==> src/rtl/mdu_seq_pkg.sv <==
// Shared definitions for the iterative multiply/divide unit: RV32M funct3
// op codes, FSM state encodings and operand-signedness decode helpers.
package mdu_seq_pkg;

  // RV32M funct3 op codes (shared with decode and writeback)
  localparam logic [2:0] MDU_MUL    = 3'b000;
  localparam logic [2:0] MDU_MULH   = 3'b001;
  localparam logic [2:0] MDU_MULHSU = 3'b010;
  localparam logic [2:0] MDU_MULHU  = 3'b011;
  localparam logic [2:0] MDU_DIV    = 3'b100;
  localparam logic [2:0] MDU_DIVU   = 3'b101;
  localparam logic [2:0] MDU_REM    = 3'b110;
  localparam logic [2:0] MDU_REMU   = 3'b111;

  // FSM state encodings
  localparam logic [1:0] ST_IDLE = 2'b00;
  localparam logic [1:0] ST_CALC = 2'b01;
  localparam logic [1:0] ST_FIX  = 2'b10;
  localparam logic [1:0] ST_DONE = 2'b11;

  // rs1 is treated as signed for every op except MULHU, DIVU and REMU
  function automatic logic op_signed_a(input logic [2:0] op);
    logic s;
    case (op)
      MDU_MUL, MDU_MULH, MDU_MULHSU, MDU_DIV, MDU_REM: s = 1'b1;
      default:                                         s = 1'b0;
    endcase
    return s;
  endfunction

  // rs2 is treated as signed only for MUL, MULH, DIV and REM
  function automatic logic op_signed_b(input logic [2:0] op);
    logic s;
    case (op)
      MDU_MUL, MDU_MULH, MDU_DIV, MDU_REM: s = 1'b1;
      default:                             s = 1'b0;
    endcase
    return s;
  endfunction

endpackage

==> src/rtl/mdu_seq.sv <==
// Iterative RV32M multiply/divide unit. One operation in flight, fixed
// latency: XLEN CALC cycles over operand magnitudes, then one FIX cycle for
// sign correction and special cases, then a one-cycle DONE pulse.
// Multiply uses a right-shifting shift-add over {hi,lo} (lo holds |a| as the
// multiplier, |b| is the multiplicand). Divide uses left-shifting restoring
// division over {hi,lo} (lo holds the dividend and collects quotient bits,
// hi holds the partial remainder). One adder/subtractor serves both.
module mdu_seq
  import mdu_seq_pkg::*;
#(
  parameter int XLEN = 32
) (
  input  logic            clk,
  input  logic            rstn,
  input  logic            start,
  input  logic [2:0]      op,
  input  logic [XLEN-1:0] a,
  input  logic [XLEN-1:0] b,
  input  logic [4:0]      rd_i,
  input  logic            kill,
  output logic            busy,
  output logic            done,
  output logic [XLEN-1:0] result,
  output logic [4:0]      rd_o
);

  localparam int CW = $clog2(XLEN);

  logic [1:0]      state_q,  state_d;
  logic [CW-1:0]   cnt_q,    cnt_d;
  logic [2:0]      op_q,     op_d;
  logic [4:0]      rd_q,     rd_d;
  logic [XLEN-1:0] opb_q,    opb_d;
  logic [XLEN-1:0] hi_q,     hi_d;
  logic [XLEN-1:0] lo_q,     lo_d;
  logic            sa_q,     sa_d;
  logic            sb_q,     sb_d;
  logic            busy_q,   busy_d;
  logic            done_q,   done_d;
  logic [XLEN-1:0] result_q, result_d;
  logic [4:0]      rd_o_q,   rd_o_d;

  logic [XLEN:0]     shifted_s;
  logic [XLEN+1:0]   step_s;
  logic [2*XLEN-1:0] prod_s;
  logic [XLEN-1:0]   fix_res_s;

  // Two's complement negation at operand width
  function automatic logic [XLEN-1:0] neg_x(input logic [XLEN-1:0] v);
    return ~v + {{(XLEN-1){1'b0}}, 1'b1};
  endfunction

  // Two's complement negation at product width
  function automatic logic [2*XLEN-1:0] neg_2x(input logic [2*XLEN-1:0] v);
    return ~v + {{(2*XLEN-1){1'b0}}, 1'b1};
  endfunction

  // Magnitude of an operand given its effective sign flag
  function automatic logic [XLEN-1:0] mag_x(input logic [XLEN-1:0] v, input logic neg);
    logic [XLEN-1:0] m;
    if (neg) begin
      m = neg_x(v);
    end else begin
      m = v;
    end
    return m;
  endfunction

  // Shared adder: trial subtraction of the divisor, or conditional add of the multiplicand
  always_comb begin
    shifted_s = {hi_q, lo_q[XLEN-1]};
    step_s    = '0;
    if (op_q[2]) begin
      step_s = {1'b0, shifted_s} - {2'b00, opb_q};
    end else if (lo_q[0]) begin
      step_s = {2'b00, hi_q} + {2'b00, opb_q};
    end else begin
      step_s = {2'b00, hi_q};
    end
  end

  // Sign correction and special cases applied in FIX
  always_comb begin
    fix_res_s = '0;
    if ((sa_q ^ sb_q) == 1'b1) begin
      prod_s = neg_2x({hi_q, lo_q});
    end else begin
      prod_s = {hi_q, lo_q};
    end
    case (op_q)
      MDU_MUL: begin
        fix_res_s = prod_s[XLEN-1:0];
      end
      MDU_MULH, MDU_MULHSU, MDU_MULHU: begin
        fix_res_s = prod_s[2*XLEN-1:XLEN];
      end
      MDU_DIV, MDU_DIVU: begin
        // Divide by zero returns all ones. The signed overflow case
        // (most-negative / -1) needs no special path: the magnitude quotient
        // is 2^(XLEN-1) with positive sign, which is the required result.
        if (opb_q == '0) begin
          fix_res_s = '1;
        end else if ((sa_q ^ sb_q) == 1'b1) begin
          fix_res_s = neg_x(lo_q);
        end else begin
          fix_res_s = lo_q;
        end
      end
      MDU_REM, MDU_REMU: begin
        // Remainder takes the dividend sign; with a zero divisor the
        // remainder magnitude is |a|, so this also yields a unchanged.
        fix_res_s = mag_x(hi_q, sa_q);
      end
      default: begin
        fix_res_s = '0;
      end
    endcase
  end

  // FSM and datapath next-state: launch, iterate, fix up, report
  always_comb begin
    state_d  = state_q;
    cnt_d    = cnt_q;
    op_d     = op_q;
    rd_d     = rd_q;
    opb_d    = opb_q;
    hi_d     = hi_q;
    lo_d     = lo_q;
    sa_d     = sa_q;
    sb_d     = sb_q;
    result_d = result_q;
    rd_o_d   = rd_o_q;
    if (kill) begin
      state_d = ST_IDLE;
    end else begin
      case (state_q)
        ST_IDLE, ST_DONE: begin
          if (start) begin
            state_d = ST_CALC;
            op_d    = op;
            rd_d    = rd_i;
            sa_d    = op_signed_a(op) & a[XLEN-1];
            sb_d    = op_signed_b(op) & b[XLEN-1];
            lo_d    = mag_x(a, op_signed_a(op) & a[XLEN-1]);
            opb_d   = mag_x(b, op_signed_b(op) & b[XLEN-1]);
            hi_d    = '0;
            cnt_d   = CW'(XLEN - 1);
          end else begin
            state_d = ST_IDLE;
          end
        end
        ST_CALC: begin
          if (op_q[2]) begin
            if (step_s[XLEN+1] == 1'b0) begin
              hi_d = step_s[XLEN-1:0];
              lo_d = {lo_q[XLEN-2:0], 1'b1};
            end else begin
              hi_d = shifted_s[XLEN-1:0];
              lo_d = {lo_q[XLEN-2:0], 1'b0};
            end
          end else begin
            hi_d = step_s[XLEN:1];
            lo_d = {step_s[0], lo_q[XLEN-1:1]};
          end
          if (cnt_q == '0) begin
            state_d = ST_FIX;
          end else begin
            cnt_d = cnt_q - CW'(1);
          end
        end
        ST_FIX: begin
          result_d = fix_res_s;
          rd_o_d   = rd_q;
          state_d  = ST_DONE;
        end
        default: begin
          state_d = ST_IDLE;
        end
      endcase
    end
    busy_d = (state_d == ST_CALC) || (state_d == ST_FIX);
    done_d = (state_d == ST_DONE);
  end

  // State, datapath and output registers with synchronous active-low reset
  always_ff @(posedge clk) begin
    if (!rstn) begin
      state_q  <= ST_IDLE;
      cnt_q    <= '0;
      op_q     <= '0;
      rd_q     <= '0;
      opb_q    <= '0;
      hi_q     <= '0;
      lo_q     <= '0;
      sa_q     <= 1'b0;
      sb_q     <= 1'b0;
      busy_q   <= 1'b0;
      done_q   <= 1'b0;
      result_q <= '0;
      rd_o_q   <= '0;
    end else begin
      state_q  <= state_d;
      cnt_q    <= cnt_d;
      op_q     <= op_d;
      rd_q     <= rd_d;
      opb_q    <= opb_d;
      hi_q     <= hi_d;
      lo_q     <= lo_d;
      sa_q     <= sa_d;
      sb_q     <= sb_d;
      busy_q   <= busy_d;
      done_q   <= done_d;
      result_q <= result_d;
      rd_o_q   <= rd_o_d;
    end
  end

  assign busy   = busy_q;
  assign done   = done_q;
  assign result = result_q;
  assign rd_o   = rd_o_q;

endmodule

==> config.mk <==
export PLATFORM = sky130hd
export DESIGN_NAME = mdu_seq
export DESIGN_NICKNAME = d
export VERILOG_FILES = /design/src/rtl/mdu_seq_pkg.sv /design/src/rtl/mdu_seq.sv
export SDC_FILE = /design/constraint.sdc
export NUM_CORES = 1
export LEC_CHECK = 0
export CAP_MARGIN = 20
export CORE_UTILIZATION = 45
export CTS_CLUSTER_DIAMETER = 50
export DETAILED_ROUTE_END_ITERATION = 7
export RECOVER_POWER = 25
export SETUP_SLACK_MARGIN = 0.15
export SYNTH_ARGS = -nofsm -noshare
export SYNTH_HDL_FRONTEND = slang
export SYNTH_SLANG_ARGS = --single-unit
==> constraint.sdc <==
create_clock -name clk -period 4.98 [get_ports clk]
set_input_delay 0.498 -clock clk [delete_from_list [all_inputs] [get_ports clk]]
set_output_delay 0.498 -clock clk [all_outputs]
set_load 0.01 [all_outputs]
==> impl_metrics.py <==
metrics = {
    "clocking": {
        "clkTransAtPathRegs_ns": 0.07,
        "ctsResizeCount": 0,
        "cts_root_buf": "clkbuf_16",
        "cts_max_level": 4,
        "cts_sinks": 152,
        "clkLatencyLatePin_ns": 0.45,
        "cts_setup_buffers": 0,
        "clockBufferDepth": 2,
        "cts_buffers": 17,
        "holdBufCountCts": 0,
        "cts_tree": "yes",
    },
    "drt": {
        "wl_per_cell_um": 20.9,
        "vias": 15772,
        "viasPerCell": 6.23,
        "drc": 0,
        "antenna_left": 0,
        "first_pass_iters": 5,
        "drt_iter0_drc": 1576,
        "wirelength_um": 53000,
    },
    "setup_path": {
        "worst_path_max_delay_cell": "dfxtp_1",
        "worstSetupPathType": "reg2reg",
        "r2r_start": "hi_q[6]",
        "endpoint_kind": "register",
        "worstSetupStartpointType": "register",
        "critPathMaxStageDelay_ns": 0.63,
        "r2r-end": "hi_q[0]",
        "cp_cell_sequence": "ha_1 > o21a_1 > a221oi_1 > o21a_1 > o211a_1 > o21ai_0 > a21oi_4 > buf_4 > buf_4 > o21ai_0 > a221o_1",
        "arrival_ns": 4.29,
        "rr_worst_depth": 11,
        "crit_family": "compound AO/OA/AOI/OAI gates",
        "critPathBufInv": 2,
        "crit_cells": 11,
        "crit_required_ns": 5.32,
        "cp_max_fo": 24,
        "rrSetupSlack_ns": 1.02,
    },
    "logic_synthesis": {
        "synth_top_family_by_area": "compound AO/OA/AOI/OAI gates",
        "synth_area_leaders": "dfxtp_1 (21%), nand2_1 (7.2%), ha_1 (6.2%)",
        "synthCells": 2049,
        "synth_ff_type": "dfxtp_1",
        "yosysMostFrequentCell": "nand2_1",
        "synth-async-reset-ratio": 0,
        "yosys.area.top_type": "dfxtp_1",
        "synth_mux_area_frac": 0.0479,
        "synth-xor-area-share": 0.103,
        "ys_seq_area_frac": 0.205,
        "synth_nets": 2200,
        "synthAdderAreaFrac": 0.0643,
        "synthTopCellsByCount": "nand2_1 (285), nor2_1 (164), o21ai_0 (155)",
        "synth_compound_gate_area_share": 0.308,
        "yosys_warnings": 0,
        "synth.top_cell.area_share": 0.205,
        "syn_area_um2": 14800,
        "synth_cell_types": 85,
        "synth_seq_cells": 152,
        "synth_edf_count": 0,
        "yosys.area_share.simple": 0.215,
        "syn_avg_cell_area_um2": 7.24,
    },
    "floorplan": {
        "num_io_pins": 115,
        "design.core.area_um2": 32500,
        "die_area_um2": 33700,
        "row_count": 66,
        "start_util": 0.457,
        "chipWidth_um": 184,
        "fp.dieH_um": 184,
    },
    "global_routing": {
        "grt_remaining_overflow": 0,
        "grt_max_degree": 66,
        "grt_use_total": 0.315,
        "grt_pass1_wl_um": 82500,
        "antenna_found_initial": 1,
        "grt_pass1_vias": 14574,
    },
    "final_layout": {
        "final_util": 0.521,
        "nFillCells": 3281,
        "fin_nets": 2229,
        "drive_gt1_frac": 0.0574,
        "areaGrowthSynthToFinish_pct": 14.0,
        "insertedDiodeCount": 0,
    },
    "timing": {
        "setup_viol": 0,
        "setup_ws_ns": 1.02,
        "drv_slew": 95,
        "hold_ws_ns": 0.437,
        "rsz0062_at_grt": "false",
        "setup_tns_ns": 0,
        "fin_crit_ns": 3.96,
        "period_share": 0.794,
        "fin_skew_ns": 0.0117,
        "relSlewSlack": -0.341,
        "worst_pin_slew_ns": 2.01,
        "hold_viol": 0,
        "clock.fmax_mhz": 253,
    },
    "pwr": {
        "power_density_nw_per_um2": 222,
        "ir_worst_vdd_mv": 0.234,
        "p_sw_mw": 1.32,
        "p_leak_nw": 6.99,
        "p_int_mw": 2.44,
        "pwr-share-clk": 0.373,
        "p_seq_frac": 0.356,
        "switching_share": 0.350,
        "combPwrFrac": 0.271,
    },
    "worst_hold_path": {
        "hold_depth": 2,
        "hold_end": "result[0]",
        "min_from": "result[0]",
        "hold_class": "reg2reg",
    },
    "status": {
        "status": "finished with violations",
        "violations": "capacitance limit, slew limit",
    },
    "placement": {
        "portBuffers": 114,
        "hpwl_um": 40400,
        "gp_congestion": 0.946,
        "dp_slack_ns": 1.10,
    },
    "run": {
        "maxCapViolations": 2,
    },
}
==> routing by layer <==
layer	vias up	GRT usage	part of all wire
li1	7511	-	-
met1	7516	0.424	0.45
met2	619	0.507	0.45
met3	124	0.0402	0.063
met4	2	0.129	0.037
met5	-	0	0.00023
==> layout make-up <==
type | instances | area [um2] | share of cell area
sequential | 152 | 3040 | 0.180
clock inverter | 13 | 158 | 0.00933
timing repair buffer | 155 | 1440 | 0.0851
clock buffer | 19 | 453 | 0.0268
inverter | 71 | 267 | 0.0158
tap | 442 | 553 | 0.0327
multi-input combinational | 1681 | 11000 | 0.650
==> cell usage in the layout (no fill, tap or decap), types with 9 or more instances in the layout <==
master and instances:
buf_4 40, xor2_1 69, nor4_1 25, a221oi_1 15
o21a_1 17, clkbuf_16 17, a211oi_1 18, a21o_1 30
o211ai_1 33, and2_1 20, o31ai_1 38, a21boi_0 43
or3_1 11, dfxtp_1 151, o41ai_1 15, o21ai_0 154
a31oi_1 22, nor2b_1 9, mux2i_1 62, xnor2_1 103
nand4_1 10, nor2_1 163, and3_1 19, ha_1 72
or2_2 9, a21oi_1 151, nor3_1 35, nand2_1 285
or4_1 18, nand3_1 28, a22o_1 16, clkdlybuf4s50_1 76
o221ai_1 16, inv_1 70, o211a_1 32, dlygate4sd3_1 37
nand2b_1 16, o21bai_1 11
==> registers in the layout, indices dropped and copies added, names as in the netlist, 2 cells and up <==
| signal | count |
|---|---|
| cnt_q | 5 |
| hi_q | 32 |
| result | 32 |
| opb_q | 32 |
| op_q | 3 |
| rd_o | 5 |
| state_q | 2 |
| lo_q | 32 |
| rd_q | 5 |
==> worst max-delay path by stage <==
stage / start / to
final: hi_q[6] / hi_q[0]
after CTS: hi_q[6] / hi_q[0]
after detailed placement: hi_q[6] / hi_q[0]
after global placement: hi_q[6] / hi_q[1]
after global routing: hi_q[6] / hi_q[1]
after floorplan: hi_q[1] / hi_q[19]
==> kinds of logic after synthesis <==
kind of cell	after synthesis
fa+ha+maj	75
flops	152
simple gates	680
buf+inv	216
compound gates	682
xor+xnor	174
mux	70
==> through the flow <==
step	cell area [um2]	std cells	total power, mW
4_1_cts	16900	2533	3.75
3_3_place_gp	16300	2501	2.35
2_1_floorplan	14800	2049	2.02
6_report	16900	2533	3.75
5_1_grt	16900	2533	3.91
3_5_place_dp	16300	2501	2.36
==> worst reg2reg max path: cells and delay by family (launching register included) <==
| family | cells | cell delay (ns) |
|---|---|---|
| compound gates | 8 | 2.11 |
| buf+inv | 2 | 0.69 |
| flops | 1 | 0.63 |
| fa+ha+maj | 1 | 0.41 |
==> power by group through the flow <==
stage	Sequential (mW)	Clock (mW)	Combinational (mW)
4_1_cts	1.33	1.42	1.00
6_report	1.33	1.40	1.02
2_1_floorplan	1.32	0	0.703
3_5_place_dp	1.36	0	0.995
3_3_place_gp	1.36	0	0.989
5_1_grt	1.34	1.47	1.11
No activity file was read; power rests on OpenSTA's default activity.
